[src/rtl/img_window_ctrl_pkg.sv]
// cnn_img_pkg: shared frame geometry, prefill depth and sequencer state encoding
package cnn_img_pkg;
  localparam int ROW_PIXELS = 224;
  localparam int COL_PIXELS = 224;
  localparam int BYTES_PER_WORD = 4;
  localparam int PREFILL_PX = 2 * ROW_PIXELS + 3;
  typedef enum logic [1:0] {IDLE, FILL, STREAM, FLUSH} state_e;
  function automatic int prefill_px(input int row_pixels);
    return 2 * row_pixels + 3;
  endfunction
endpackage

[src/rtl/img_window_ctrl_win_pos_counter.sv]
// win_pos_counter: raster position of the 3x3 window anchor, with flat pixel index
module win_pos_counter #(
  parameter int ROW_PIXELS = cnn_img_pkg::ROW_PIXELS,
  parameter int COL_PIXELS = cnn_img_pkg::COL_PIXELS,
  parameter int PX_W = 16,
  parameter int POS_W = 8
) (
  input  logic             clk,
  input  logic             resetn,
  input  logic             clr,
  input  logic             step,
  output logic [POS_W-1:0] col,
  output logic [POS_W-1:0] row,
  output logic [PX_W-1:0]  anchor,
  output logic             last
);
  logic col_end;
  assign col_end = col == POS_W'(ROW_PIXELS - 3);
  assign last = col_end && row == POS_W'(COL_PIXELS - 3);
  // wrapping skips the two right-edge columns, so the flat index jumps by 3
  always_ff @(posedge clk) begin
    if (!resetn || clr) begin
      col <= '0;
      row <= '0;
      anchor <= '0;
    end else if (step) begin
      col <= col_end ? '0 : col + POS_W'(1);
      row <= col_end ? row + POS_W'(1) : row;
      anchor <= anchor + (col_end ? PX_W'(3) : PX_W'(1));
    end
  end
endmodule

[src/rtl/img_window_ctrl.sv]
// img_window_ctrl: line-buffer FIFO sequencer, prefills two rows + 3 px then reads one 3x3 window per strobe
module img_window_ctrl #(
  parameter int ROW_PIXELS = cnn_img_pkg::ROW_PIXELS,
  parameter int COL_PIXELS = cnn_img_pkg::COL_PIXELS,
  parameter int PX_W = 16,
  parameter int POS_W = 8
) (
  input  logic             clk,
  input  logic             resetn,
  input  logic             start,
  input  logic             in_valid,
  output logic             in_ready,
  input  logic             conv_ready,
  output logic             write_fifo,
  output logic             read_fifo,
  output logic             win_valid,
  output logic [POS_W-1:0] win_row,
  output logic [POS_W-1:0] win_col,
  output logic             busy,
  output logic             done
);
  import cnn_img_pkg::*;
  localparam logic [PX_W-1:0] FILL_PX = PX_W'(prefill_px(ROW_PIXELS));
  localparam logic [PX_W-1:0] TOTAL_PX = PX_W'(ROW_PIXELS * COL_PIXELS);
  localparam logic [PX_W-1:0] STEP_PX = PX_W'(BYTES_PER_WORD);
  state_e state;
  logic [PX_W-1:0] wr_px, anchor;
  logic [POS_W-1:0] row, col;
  logic last, clr;
  assign clr = state == IDLE && start;
  assign busy = state != IDLE;
  win_pos_counter #(
    .ROW_PIXELS(ROW_PIXELS), .COL_PIXELS(COL_PIXELS), .PX_W(PX_W), .POS_W(POS_W)
  ) u_pos (
    .clk(clk), .resetn(resetn), .clr(clr), .step(read_fifo),
    .col(col), .row(row), .anchor(anchor), .last(last)
  );
  // read depends only on registered counters and conv_ready, never on in_valid
  always_comb begin
    read_fifo = state == STREAM && conv_ready && wr_px >= anchor + FILL_PX;
    in_ready = state == FILL || (state == STREAM && !read_fifo && wr_px < TOTAL_PX);
    write_fifo = in_valid && in_ready;
  end
  always_ff @(posedge clk) begin
    if (!resetn) begin
      state <= IDLE;
      wr_px <= '0;
      win_valid <= 1'b0;
      win_row <= '0;
      win_col <= '0;
      done <= 1'b0;
    end else begin
      win_valid <= read_fifo;
      win_row <= row;
      win_col <= col;
      done <= 1'b0;
      if (write_fifo) wr_px <= wr_px + STEP_PX;
      case (state)
        IDLE: if (start) begin
          state <= FILL;
          wr_px <= '0;
        end
        FILL: if (write_fifo && wr_px + STEP_PX >= FILL_PX) state <= STREAM;
        STREAM: if (read_fifo && last) begin
          state <= FLUSH;
          done <= 1'b1;
        end
        default: state <= IDLE;
      endcase
    end
  end
endmodule

[config.mk]
export PLATFORM = sky130hd
export DESIGN_NAME = img_window_ctrl
export DESIGN_NICKNAME = d
export VERILOG_FILES = /design/src/rtl/img_window_ctrl_pkg.sv /design/src/rtl/img_window_ctrl_win_pos_counter.sv /design/src/rtl/img_window_ctrl.sv
export SDC_FILE = /design/constraint.sdc
export NUM_CORES = 1
export LEC_CHECK = 0
export CORE_AREA = 2 2 87 89
export CTS_CLUSTER_SIZE = 25
export DETAILED_ROUTE_END_ITERATION = 10
export DIE_AREA = 0 0 89 91
export PLACE_DENSITY = 0.83
export SYNTH_ARGS = -nofsm -noshare
export SYNTH_HDL_FRONTEND = slang
export SYNTH_SLANG_ARGS = --single-unit
[constraint.sdc]
create_clock -name clk -period 3.8 [get_ports clk]
set_input_delay 0.76 -clock clk [delete_from_list [all_inputs] [get_ports clk]]
set_output_delay 0.76 -clock clk [all_outputs]
set_load 0.03 [all_outputs]
# Word-level counts from Yosys, hierarchy flattened

Cells that the tools add are included.

Eq/ne operators: 7
Mux-type cells: 10
Magnitude comparators: 3
Reductions and logical operators: 18
Add/sub/neg operators: 5

Operators by type and width:

| operator                                                                             | number |
|---|---|
| 16-bit 2-to-1 mux                                                                    | 3 |
| 16-bit adder                                                                         | 1 |
| 16-bit by 3-bit adder with 16-bit output, second input constant                      | 1 |
| 16-bit by 9-bit adder with 16-bit output, second input constant                      | 1 |
| 8-bit by 1-bit adder with 8-bit output, second input constant                        | 2 |
| 8-bit equality test, second input constant                                           | 2 |
| 16-bit greater-or-equal comparator                                                   | 1 |
| 16-bit by 9-bit greater-or-equal comparator with 1-bit output, second input constant | 1 |
| 16-bit < comparator, second input constant                                           | 1 |
| 1-bit logical AND                                                                    | 9 |
| 2-bit 2-to-1 mux                                                                     | 4 |
| 8-bit 2-to-1 mux                                                                     | 1 |
| 2-bit one-hot mux with 3 select lines                                                | 1 |
| 2-bit by 1-bit != test with 1-bit output, second input constant                      | 2 |
| 2-bit AND reduction                                                                  | 2 |
| 3-bit AND reduction                                                                  | 1 |
| 2-bit by 1-bit equality test with 1-bit output, second input constant                | 1 |
| 2-bit equality test, second input constant                                           | 1 |
| 1-bit zero test                                                                      | 2 |
| 2-bit zero test                                                                      | 1 |
| 1-bit logical OR                                                                     | 2 |
| 2-bit != test, second input constant                                                 | 1 |
| 2-bit nonzero test                                                                   | 1 |
| 1-bit 2-to-1 mux                                                                     | 1 |

Word-level logic and storage cells: 52
Register bits: 68

# Depth between registers and ports, before layout

Gate-level depths: netlist of the first run.

Word-level depth: 11
Depth in mapped cells: 16
Gate-level depth less buffers: 15

# By module

A second synthesis of the first run with hierarchy kept.

Cells, all modules: 410
Area total of the unflattened synthesis: 3558.4 µm²

By module, submodules not included:

| module          | cells each | area an instance (µm²) | times used |
|---|---|---|---|
| img_window_ctrl | 241        | 2072.0                 | 1 |
| win_pos_counter | 169        | 1486.4                 | 1 |

# Worst setup path after synthesis of the first run

Ideal clock, no wire load.

Path type: register to output
From: register u_pos.anchor[0]
To: output read_fifo
Path buffers: 2
Stages on the path, launching flop included: 15
Setup slack: 0.020 ns
Arrival: 3.020 ns
Cell sequence: dfxtp_1 inv_1 ha_1 nor2_1 nor3_1 a21oi_1 nand3_1 xor2_1 ha_1 nand2_1 o21ai_0 a32oi_1 buf_2 buf_1 nand2_1

Word-level cells in the longest chain between the ends: 3

Ends and longest elaborated chain:

| what                                     | line                                  | RTL |
|---|---|---|
| start, declared                          | img_window_ctrl_win_pos_counter.sv:14 | `output logic [PX_W-1:0] anchor,` |
| start signal, assigned                   | img_window_ctrl_win_pos_counter.sv:29 | `anchor <= anchor + (col_end ? PX_W'(3) : PX_W'(1));` |
| 16-bit by 9-bit adder with 16-bit output | img_window_ctrl.sv:40                 | `read_fifo = state == STREAM && conv_ready && wr_px >= anchor + FILL_PX;` |
| 16-bit greater-or-equal comparator       | img_window_ctrl.sv:40                 |  |
| 1-bit logical AND                        | img_window_ctrl.sv:40                 |  |
| end, declared                            | img_window_ctrl.sv:15                 | `output logic read_fifo,` |

Every way passes these cells.

# Final worst setup path of the first run

From: register u_pos.anchor[7]
To: output in_ready

Word-level cells in the longest chain between the ends: 7

Ends and longest elaborated chain:

| what                                     | line                  | RTL |
|---|---|---|
| 16-bit by 9-bit adder with 16-bit output | img_window_ctrl.sv:40 |  |
| 16-bit greater-or-equal comparator       | img_window_ctrl.sv:40 |  |
| 1-bit logical AND                        | img_window_ctrl.sv:40 |  |
| 1-bit zero test                          | img_window_ctrl.sv:41 | `in_ready = state == FILL \|\| (state == STREAM && !read_fifo && wr_px < TOTAL_PX);` |
| 1-bit logical AND (2 in series)          | img_window_ctrl.sv:41 |  |
| 1-bit logical OR                         | img_window_ctrl.sv:41 |  |
| end, declared                            | img_window_ctrl.sv:12 | `output logic in_ready,` |

Every way passes these cells.

==> flow_metrics.env, run 1 <==
export IMPL_clockPowerShare_pct=35.5
export IMPL_max_cap_violations=0
export IMPL_cp_end_kind="output pin"
export IMPL_drive_above_1_share_pct=14.17
export IMPL_clkSlewWorstSetupHoldPaths_ns=0.08
export IMPL_synth_common_cells="dfxtp_1, nor2_1, nand2_1, xnor2_1, a21oi_1"
export IMPL_dpl_cell_area_mm2=0.004202
export IMPL_final_setup_skew_ns=0.009756
export IMPL_yosys_most_used_dff="dfxtp_1"
export IMPL_route_vias_total=3392
export IMPL_grt_pass1_vias=3199
export IMPL_wl_met3_um=450
export IMPL_routed_top_layer="met4"
export IMPL_cpPeakStageDelay_ns=0.40
export IMPL_yosysMostFrequentCell="dfxtp_1"
export IMPL_seq_area_frac_synth_pct=35.40
export IMPL_globalplace_congestion=0.8684
export IMPL_nets=515
export IMPL_clock_root_buffer="clkbuf_8"
export IMPL_critical_path_slowest_cell="dfxtp_1"
export IMPL_tightest_slew_ns=0.6458
export IMPL_dp_hpwl_mm=6.036
export IMPL_diodes=0
export IMPL_coreArea_mm2=0.007137
export IMPL_synth_top_cell_area_share_pct=35.40
export IMPL_path_common_cell="o21ai_2"
export IMPL_die_height_um=91
export IMPL_fin_util_pct=63.48
export IMPL_synth_nets=468
export IMPL_min_delay_start="state[1]$_SDFFE_PN0P_"
export IMPL_layout_min_cycle_time_ns=3.705
export IMPL_crit_type="reg2out"
export IMPL_cts_buffers_inserted=9
export IMPL_drt_pre_antenna_iters=4
export IMPL_die_area_mm2=0.008099
export IMPL_pre_cts_ws_ns=-0.01952
export IMPL_worstHoldPathCells=2
export IMPL_insertion_delay_ns=0.34
export IMPL_synth_area_per_cell_um2=8.580
export IMPL_yosysWarnings=0
export IMPL_synthArstFlopShare_pct=0
export IMPL_yosysUniqueCellTypes=50
export IMPL_intPower_uw=1141
export IMPL_timing_rr_end="wr_px[8]$_SDFF_PN0_"
export IMPL_worstPathRequired_ns=3.04
export IMPL_flow_area_growth_from_synthesis_pct=21.39
export IMPL_totalWireLength_mm=8.932
export IMPL_synthTopCellsByArea="dfxtp_1, ha_1, xnor2_1"
export IMPL_drt_iter0_drc=129
export IMPL_hold_viol_final=0
export IMPL_fin_tns_setup_ns=0
export IMPL_io_buffers=26
export IMPL_critical_path_buf_inv_count=2
export IMPL_clockBufferDepth=2
export IMPL_met1Wirelength_mm=3.872
export IMPL_synth_edf_count=0
export IMPL_grt_overflow_total=0
export IMPL_p_sw_share_pct=32.80
export IMPL_track_usage_pct=22.21
export IMPL_start_kind="register"
export IMPL_p_per_area_mw_per_mm2=374.6
export IMPL_cp_top_family="compound AO/OA/AOI/OAI gates"
export IMPL_crit_chain="nor3_1 -> o21ai_2 -> nand3_1 -> nor2_1 -> xnor2_1 -> ha_1 -> a21oi_1 -> o21ai_2 -> a32oi_4 -> a31oi_4 -> inv_1 -> buf_2"
export IMPL_r2r_slack_ns=0.39
export IMPL_design_area_mm2=0.004531
export IMPL_peakVddDrop_mv=0.1759
export IMPL_antenna_found_initial=0
export IMPL_ys_seq_elements=66
export IMPL_clock_sinks=66
export IMPL_p_sw_uw=556.7
export IMPL_grt_pass1_wl_mm=14.49
export IMPL_synth_top_area_cell="dfxtp_1"
export IMPL_grt_max_degree=37
export IMPL_cp_arrival_ns=2.95
export IMPL_postRouteAntennaNets=0
export IMPL_drv_slew=0
export IMPL_critPathMaxFanout=5
export IMPL_synth_area_mm2=0.003732
export IMPL_htree_levels=3
export IMPL_setup_ws_ns=0.09466
export IMPL_slew_limit_headroom_pct=55.83
export IMPL_synth_cells=435
export IMPL_r2r_cells=14
export IMPL_hold_path_end="state[1]$_SDFFE_PN0P_"
export IMPL_hold_path_class="reg2reg"
export IMPL_cellLeakagePower_uw=0.001559
export IMPL_final_setup_viol_count=0
export IMPL_start_util_pct=52.30
export IMPL_period_share_pct=97.51
export IMPL_die_width_um=89
export IMPL_comb_power_share_pct=22.4
export IMPL_dr_wl_met2_mm=4.480
export IMPL_fmax_ghz=0.2699
export IMPL_tritoncts="built"
export IMPL_wire_per_inst_um=15.24
export IMPL_r2r_start="u_pos.anchor[7]$_SDFFE_PP0P_"
export IMPL_pwr_share_seq_pct=42.1
export IMPL_status="complete, no violations"
export IMPL_drc_errors=0
export IMPL_viasPerCell=5.788
export IMPL_cts_hold_buf=0
export IMPL_std_cell_rows=31
export IMPL_ios=27
==> kinds of logic (layout without fill, tap and decap cells) <==
family          after synthesis  after routing  share of synthesized area (%)
compound gates               91             91                          17.10
xor+xnor                     42             42                          9.856
fa+ha+maj                    28             28                          9.588
buf+inv                      41             93                          4.593
flops                        66             66                          35.40
mux                           5              5                          1.341
simple gates                162            162                          22.13
==> per-stage QoR <==
stage / cells / hold slack, ns / power, uW
2_1_floorplan: 435 / 0.4525 / 996.7
3_3_place_gp: 563 / 0.4634 / 1083
3_5_place_dp: 563 / 0.4786 / 1094
4_1_cts: 580 / 0.4909 / 1704
5_1_grt: 586 / 0.5188 / 1769
6_report: 586 / 0.4858 / 1697
==> routing by layer <==
metal | vias up | GRT usage, %
met5 | - | 0
met3 | 16 | 4.727
met4 | 0 | 7.587
met1 | 1617 | 28.05
met2 | 111 | 37.06
li1 | 1648 | -
==> worst max path at each step <==
stage | slack [ns] | cells after the start | startpoint | to
2_1_floorplan | 0.02 | 14 | u_pos.anchor[0]$_SDFFE_PP0P_ | read_fifo
3_3_place_gp | 0.08 | 14 | u_pos.anchor[1]$_SDFFE_PP0P_ | write_fifo
3_5_place_dp | -0.02 | 14 | u_pos.anchor[1]$_SDFFE_PP0P_ | write_fifo
4_1_cts | 0.04 | 14 | u_pos.anchor[1]$_SDFFE_PP0P_ | read_fifo
5_1_grt | -0.11 | 12 | u_pos.anchor[6]$_SDFFE_PP0P_ | write_fifo
6_report | 0.09 | 12 | u_pos.anchor[7]$_SDFFE_PP0P_ | in_ready
==> registers in the layout, summed over array words and instances (netlist names) <==
signal and cells:
wr_px 14, u_pos.row 8, win_col 8, done 1
win_valid 1, u_pos.anchor 16, state 2, u_pos.col 8
win_row 8
==> power by group through the flow <==
stage	clock network, uW	logic (uW)	registers [uW]
2_1_floorplan	0	269	728
3_3_place_gp	0	353	730
3_5_place_dp	0	363	731
4_1_cts	611	379	714
5_1_grt	646	406	716
6_report	603	380	714
==> area by class of cell <==
cell class,instances,area (um^2)
sequential,66,1324
clock buffer,9,123.9
fill,570,2606
clock inverter,7,76.32
tap,99,123.9
inverter,21,78.83
multi-input combinational,328,2291
timing repair buffer,56,513.0
==> cells in the final DEF, fill, tap and decap left out, types with 3 or more instances in the layout <==
cell type / n
dfxtp_1: 64
xnor2_1: 35
o21ai_2: 3
a21oi_1: 28
a211oi_1: 17
and4_1: 3
a31o_2: 3
inv_1: 21
or4_1: 6
nand3_1: 15
o31ai_1: 4
xor2_1: 7
ha_1: 27
and2_1: 16
nand2b_1: 3
nor2_1: 45
clkbuf_8: 9
or3_1: 7
o21ai_0: 12
clkdlybuf4s50_1: 23
nand2_1: 35
mux2i_1: 5
a2111oi_1: 4
nand4_1: 15
a2111oi_0: 3
nor3_1: 4
buf_4: 29
==> worst min-delay path: stages, from the launching register on <==
cell and delay (ns):
dfxtp_1 0.32, nand2_1 0.06, mux2i_1 0.06
==> repair_timing <==
| item | in CTS | in global routing |
|---|---|---|
| cloned | 0 | 1 |
| pin swaps | 2 | 4 |
| endpoints found under the hold margin | 0 | 0 |
| endpoints found under the setup margin | 3 | 3 |
| setup buffers | 1 | 5 |
| resized for setup | 11 | 19 |
Power figures use the tool's default switching activity.
==> inputs of run 2 (changes only) <==
--- a/config.mk
+++ b/config.mk
@@ -6,7 +6,6 @@
 export NUM_CORES = 1
 export LEC_CHECK = 0
 export CORE_AREA = 2 2 87 89
-export CTS_CLUSTER_SIZE = 25
 export DETAILED_ROUTE_END_ITERATION = 10
 export DIE_AREA = 0 0 89 91
 export PLACE_DENSITY = 0.83
==> results of run 2 <==
No change in the layout: final DEF, timing and power equal those of run 1.
